**src/rtl/uart_pkg.sv**
```systemverilog
// Shared definitions for the uart transmit FIFO slice:
// drain FSM state encoding, byte width and default FIFO depth.
package uart_pkg;

    localparam int UART_BYTE_W    = 8;
    localparam int DEF_DEPTH_LOG2 = 4;

    typedef enum logic [1:0] {
        IDLE      = 2'd0,
        ISSUE     = 2'd1,
        WAIT_LOW  = 2'd2,
        WAIT_FREE = 2'd3
    } tx_state_t;

endpackage

```
**src/rtl/sync_fifo_mem.sv**
```systemverilog
// FIFO storage array: registered write, combinational read.
// Ports: clk, we/waddr/wdata (write side), raddr/rdata (read side).
module sync_fifo_mem #(
    parameter int ADDR_W = 4,
    parameter int DATA_W = 8
) (
    input  logic              clk,
    input  logic              we,
    input  logic [ADDR_W-1:0] waddr,
    input  logic [DATA_W-1:0] wdata,
    input  logic [ADDR_W-1:0] raddr,
    output logic [DATA_W-1:0] rdata
);

    logic [DATA_W-1:0] mem [1<<ADDR_W];

    always_ff @(posedge clk) begin
        if (we) begin
            mem[waddr] <= wdata;
        end
    end

    assign rdata = mem[raddr];

endmodule

```
**src/rtl/uart_tx_fifo.sv**
```systemverilog
// Byte FIFO feeding the uart transmitter via transmit/tx_byte/tx_free.
// Ports: clk, rst (async, active-low); producer side wr_en/wr_data with
// full/empty/level/overflow/clr_overflow; uart side transmit/tx_byte/tx_free.
// Optional UART_TXFIFO_STATS_EN adds tx_count and drop_count outputs.
module uart_tx_fifo
    import uart_pkg::*;
#(
    parameter int DEPTH_LOG2  = DEF_DEPTH_LOG2,
    parameter int ACK_TIMEOUT = 4
) (
    input  logic                   clk,
    input  logic                   rst,
    input  logic                   wr_en,
    input  logic [UART_BYTE_W-1:0] wr_data,
    output logic                   full,
    output logic                   empty,
    output logic [DEPTH_LOG2:0]    level,
    output logic                   overflow,
    input  logic                   clr_overflow,
    output logic                   transmit,
    output logic [UART_BYTE_W-1:0] tx_byte,
    input  logic                   tx_free
`ifdef UART_TXFIFO_STATS_EN
    ,
    output logic [15:0]            tx_count,
    output logic [15:0]            drop_count
`endif
);

    localparam int DEPTH = 1 << DEPTH_LOG2;
    localparam int TW    = $clog2(ACK_TIMEOUT + 1);

    logic [DEPTH_LOG2-1:0]  wr_ptr;
    logic [DEPTH_LOG2-1:0]  rd_ptr;
    logic [UART_BYTE_W-1:0] rd_data;
    logic [TW-1:0]          wait_cnt;
    tx_state_t              state;
    logic                   do_wr;
    logic                   do_rd;
    logic                   drop;

    assign full  = (level == (DEPTH_LOG2+1)'(DEPTH));
    assign empty = (level == '0) && (state == IDLE);
    assign do_wr = wr_en && !full;
    assign drop  = wr_en && full;
    // Pop only when handing a byte to an idle uart.
    assign do_rd = (state == IDLE) && (level != '0) && tx_free;

    sync_fifo_mem #(
        .ADDR_W (DEPTH_LOG2),
        .DATA_W (UART_BYTE_W)
    ) u_mem (
        .clk   (clk),
        .we    (do_wr),
        .waddr (wr_ptr),
        .wdata (wr_data),
        .raddr (rd_ptr),
        .rdata (rd_data)
    );

    always_ff @(posedge clk or negedge rst) begin
        if (!rst) begin
            wr_ptr   <= '0;
            rd_ptr   <= '0;
            level    <= '0;
            overflow <= 1'b0;
        end else begin
            if (do_wr) wr_ptr <= wr_ptr + 1'b1;
            if (do_rd) rd_ptr <= rd_ptr + 1'b1;
            unique case ({do_wr, do_rd})
                2'b10:   level <= level + 1'b1;
                2'b01:   level <= level - 1'b1;
                default: ;
            endcase
            // A new overflow beats a simultaneous clear.
            if (drop)              overflow <= 1'b1;
            else if (clr_overflow) overflow <= 1'b0;
        end
    end

    always_ff @(posedge clk or negedge rst) begin
        if (!rst) begin
            state    <= IDLE;
            transmit <= 1'b0;
            tx_byte  <= '0;
            wait_cnt <= '0;
        end else begin
            transmit <= 1'b0;
            unique case (state)
                IDLE: begin
                    if (do_rd) begin
                        tx_byte  <= rd_data;
                        transmit <= 1'b1;
                        state    <= ISSUE;
                    end
                end
                ISSUE: begin
                    wait_cnt <= '0;
                    state    <= WAIT_LOW;
                end
                WAIT_LOW: begin
                    // If the uart never drops tx_free, assume it took the byte.
                    if (!tx_free) begin
                        state <= WAIT_FREE;
                    end else if (wait_cnt == TW'(ACK_TIMEOUT - 1)) begin
                        state <= WAIT_FREE;
                    end else begin
                        wait_cnt <= wait_cnt + 1'b1;
                    end
                end
                WAIT_FREE: begin
                    if (tx_free) state <= IDLE;
                end
                default: state <= IDLE;
            endcase
        end
    end

`ifdef UART_TXFIFO_STATS_EN
    always_ff @(posedge clk or negedge rst) begin
        if (!rst) begin
            tx_count   <= '0;
            drop_count <= '0;
        end else begin
            if (do_rd) tx_count   <= tx_count + 1'b1;
            if (drop)  drop_count <= drop_count + 1'b1;
        end
    end
`endif

endmodule

```
**config.mk**
```make
export PLATFORM = sky130hd
export DESIGN_NAME = uart_tx_fifo
export DESIGN_NICKNAME = d
export VERILOG_FILES = /design/src/rtl/uart_pkg.sv /design/src/rtl/sync_fifo_mem.sv /design/src/rtl/uart_tx_fifo.sv
export SDC_FILE = /design/constraint.sdc
export NUM_CORES = 1
export LEC_CHECK = 0
export ABC_AREA = 0
export ABC_CLOCK_PERIOD_IN_PS = 3850
export CORE_MARGIN = 2
export CORE_UTILIZATION = 60
export DETAILED_ROUTE_END_ITERATION = 7
export PLACE_DENSITY_LB_ADDON = 0.1
export SYNTH_ARGS = -nofsm -noshare
export SYNTH_HDL_FRONTEND = slang
export SYNTH_SLANG_ARGS = --single-unit
```
**constraint.sdc**
```tcl
create_clock -name clk -period 3.85 [get_ports clk]
set_input_delay 0.77 -clock clk [delete_from_list [all_inputs] [get_ports clk]]
set_output_delay 0.77 -clock clk [all_outputs]
set_load 0.01 [all_outputs]
```
==> flow_metrics.tcl <==
set metrics [dict create \
    drt_iter0_markers 233 \
    period_share_pct 82.2 \
    cts_resized 0 \
    yosysTopAreaCellShare_pct 60.2 \
    n_antenna_cell 0 \
    tns_ns 0 \
    wl_um 11600 \
    cts_buffers 17 \
    end_kind "output port" \
    skew_ns 0.00828 \
    hold_ws_ns 0.488 \
    synth_area_leaders "edfxtp_1 (60%), mux4_2 (11%), dfrtp_1 (11%), ha_1 (2.9%), nand2_1 (1.9%)" \
    max_freq_mhz 316 \
    syn_area_um2 6390 \
    placement.io_buffers 29 \
    status "completed" \
    synth_edf_count 128 \
    rows 37 \
    grt_max_degree 28 \
    ys_async_sr_fraction_pct 17.9 \
    start_util_pct 61.9 \
    ir_drop_mv 0.446 \
    path_max_fanout 7 \
    cp.required_ns 3.08 \
    drv_slew 0 \
    drc 0 \
    min_period_ns 3.16 \
    die_area_um2 11500 \
    wl_per_cell_um 20.8 \
    powerDensity_nw_per_um2 737 \
    overflow 0 \
    p_leak_nw 2.62 \
    grt_pass1_wl_um 18700 \
    fin_area_um2 7420 \
    grt_antenna_before_repair 0 \
    crit_chain "or4_4 -> nor2_1 -> and2_2 -> clkdlybuf4s50_1" \
    cp-start-kind "flip-flop" \
    finalCoreUtilization_pct 71.9 \
    cts_setup_buffers 0 \
    syn_avg_cell_area_um2 17.6 \
    cts_buffer_depth 2 \
    die_width_um 107 \
    drv_cap 0 \
    clk_latency_ns 0.53 \
    hpwl_um 7500 \
    yosysUniqueCellTypes 35 \
    routabilityCongestion 0.787 \
    fin_ws_ns 0.687 \
    fin_nets 437 \
    slowest_stage "or4_4" \
    synthMostInstantiatedCell "edfxtp_1" \
    ant_nets 0 \
    worst_pin_slew_ns 0.970 \
    clkSlewWorstSetupHoldPaths_ns 0.07 \
    viasPerCell 5.91 \
    htreeDepth 4 \
    die_h_um 107 \
    core-area_um2 10300 \
    ys_seq_elements 156 \
    clock-sinks 156 \
    max_stage_delay_ns 0.59 \
    drive_gt1_share_pct 21.6 \
    place_area_um2 6880 \
    vias 3298 \
    hold_viol 0 \
    ctsHoldBuffers 0 \
    synthCells 363 \
    tritoncts "done" \
    hp-class "reg2reg" \
    ios 30 \
    track_usage_pct 22.8 \
    synth-main-ff-cell "edfxtp_1" \
    critPathKind "reg2out" \
    place_ws_ns 0.470 \
    postSynthNetCount 391 \
    netlist_top_cells_count "edfxtp_1 (128), mux4_2 (32), nand2_1 (32)" \
    first_pass_iters 4 \
    finalSetupViolCount 0 \
    synth_top_area_cell "edfxtp_1" \
    relSlewSlack_pct 35.4 \
    root_buffer "clkbuf_8" \
    rsz0062_at_grt "false" \
    yosysSeqAreaShare_pct 71.2 \
    yosys_warnings 0 \
    syn_to_final_growth_pct 16.3 \
    grt_pass1_vias 3412 \
    cp_data_arrival_time_ns 2.39 \
]
==> where the power goes <==
group	leakage [nW]	total (mW)	switching [mW]	internal, mW
clock network	0.267	1.52	0.703	0.817
logic	0.855	1.57	0.768	0.805
registers	1.50	2.38	0.273	2.11
total	2.62	5.47	1.75	3.73
==> final timing paths <==
check                      depth (start not counted)  slack (ns)  startpoint     endpoint
min                                                2        0.49  tx_byte[2]   tx_byte[2]
max                                                4        0.69    level[1]        empty
max reg2reg                                       11        0.87    level[1]     level[4]
min reg2reg                                        2        0.49  tx_byte[2]   tx_byte[2]
min in group asynchronous                          1        0.74         rst  wait_cnt[2]
max in group asynchronous                          2        2.44         rst   tx_byte[7]
==> critical path, delay by kind of cell (launching register included) <==
kind | cells | cell delay, ns
buffers and inverters | 1 | 0.53
flip-flops | 1 | 0.46
AND/OR/NAND/NOR | 3 | 0.88
==> cell type report <==
type	instances	area [um^2]
Tap cell	136	170
Multi-Input combinational cell	178	1710
Timing Repair Buffer	45	410
Fill cell	641	2900
Clock inverter	15	131
Clock buffer	17	414
Inverter	11	41.3
Sequential cell	156	4550
==> kinds of logic (layout without fill, tap and decap cells) <==
kind of cell	count (synthesis)	count (layout)	synth area share [%]
buffers and inverters	29	88	2.04
xor gates and xnor gates	13	13	1.78
and+or+nand+nor	74	74	5.31
AOI/OAI and AO/OA	31	31	3.41
muxes	45	45	13.4
adders and majority gates	15	15	2.94
DFF	156	156	71.2
==> metal layers <==
layer / GRT usage [%] / vias up / share of wire (%) / wire, um
met5: 0 / - / 0 / 0
met4: 8.63 / 0 / 1.9 / 223
met3: 5.05 / 20 / 5.5 / 640
met2: 35.7 / 111 / 49 / 5630
met1: 31.7 / 1667 / 44 / 5090
li1: - / 1500 / - / -
==> metrics by stage <==
stage | instances | power (mW)
finish | 558 | 5.47
CTS | 558 | 5.52
global route | 558 | 5.77
detailed placement | 526 | 4.00
floorplan | 363 | 3.47
global placement | 526 | 3.95
==> flip-flops by register name (all words and copies together), names as in the netlist <==
| name | count |
|---|---|
| u_mem.mem | 128 |
| tx_byte | 8 |
| level | 5 |
| rd_ptr | 4 |
| wr_ptr | 4 |
| wait_cnt | 3 |
| state | 2 |
| overflow | 1 |
| transmit | 1 |
==> layout by cell type, fill, tap and decap left out, types with 5 or more instances in the layout <==
cell	n
edfxtp_1	128
nand2_1	32
mux4_2	32
clkdlybuf4s50_1	29
dfrtp_1	27
nor2_1	20
o21ai_0	16
clkbuf_16	16
buf_4	16
ha_1	15
inv_1	11
mux2i_1	11
xnor2_1	8
o221ai_1	8
xor2_1	5
nor3_1	5
(Power assumes the default switching activity.)
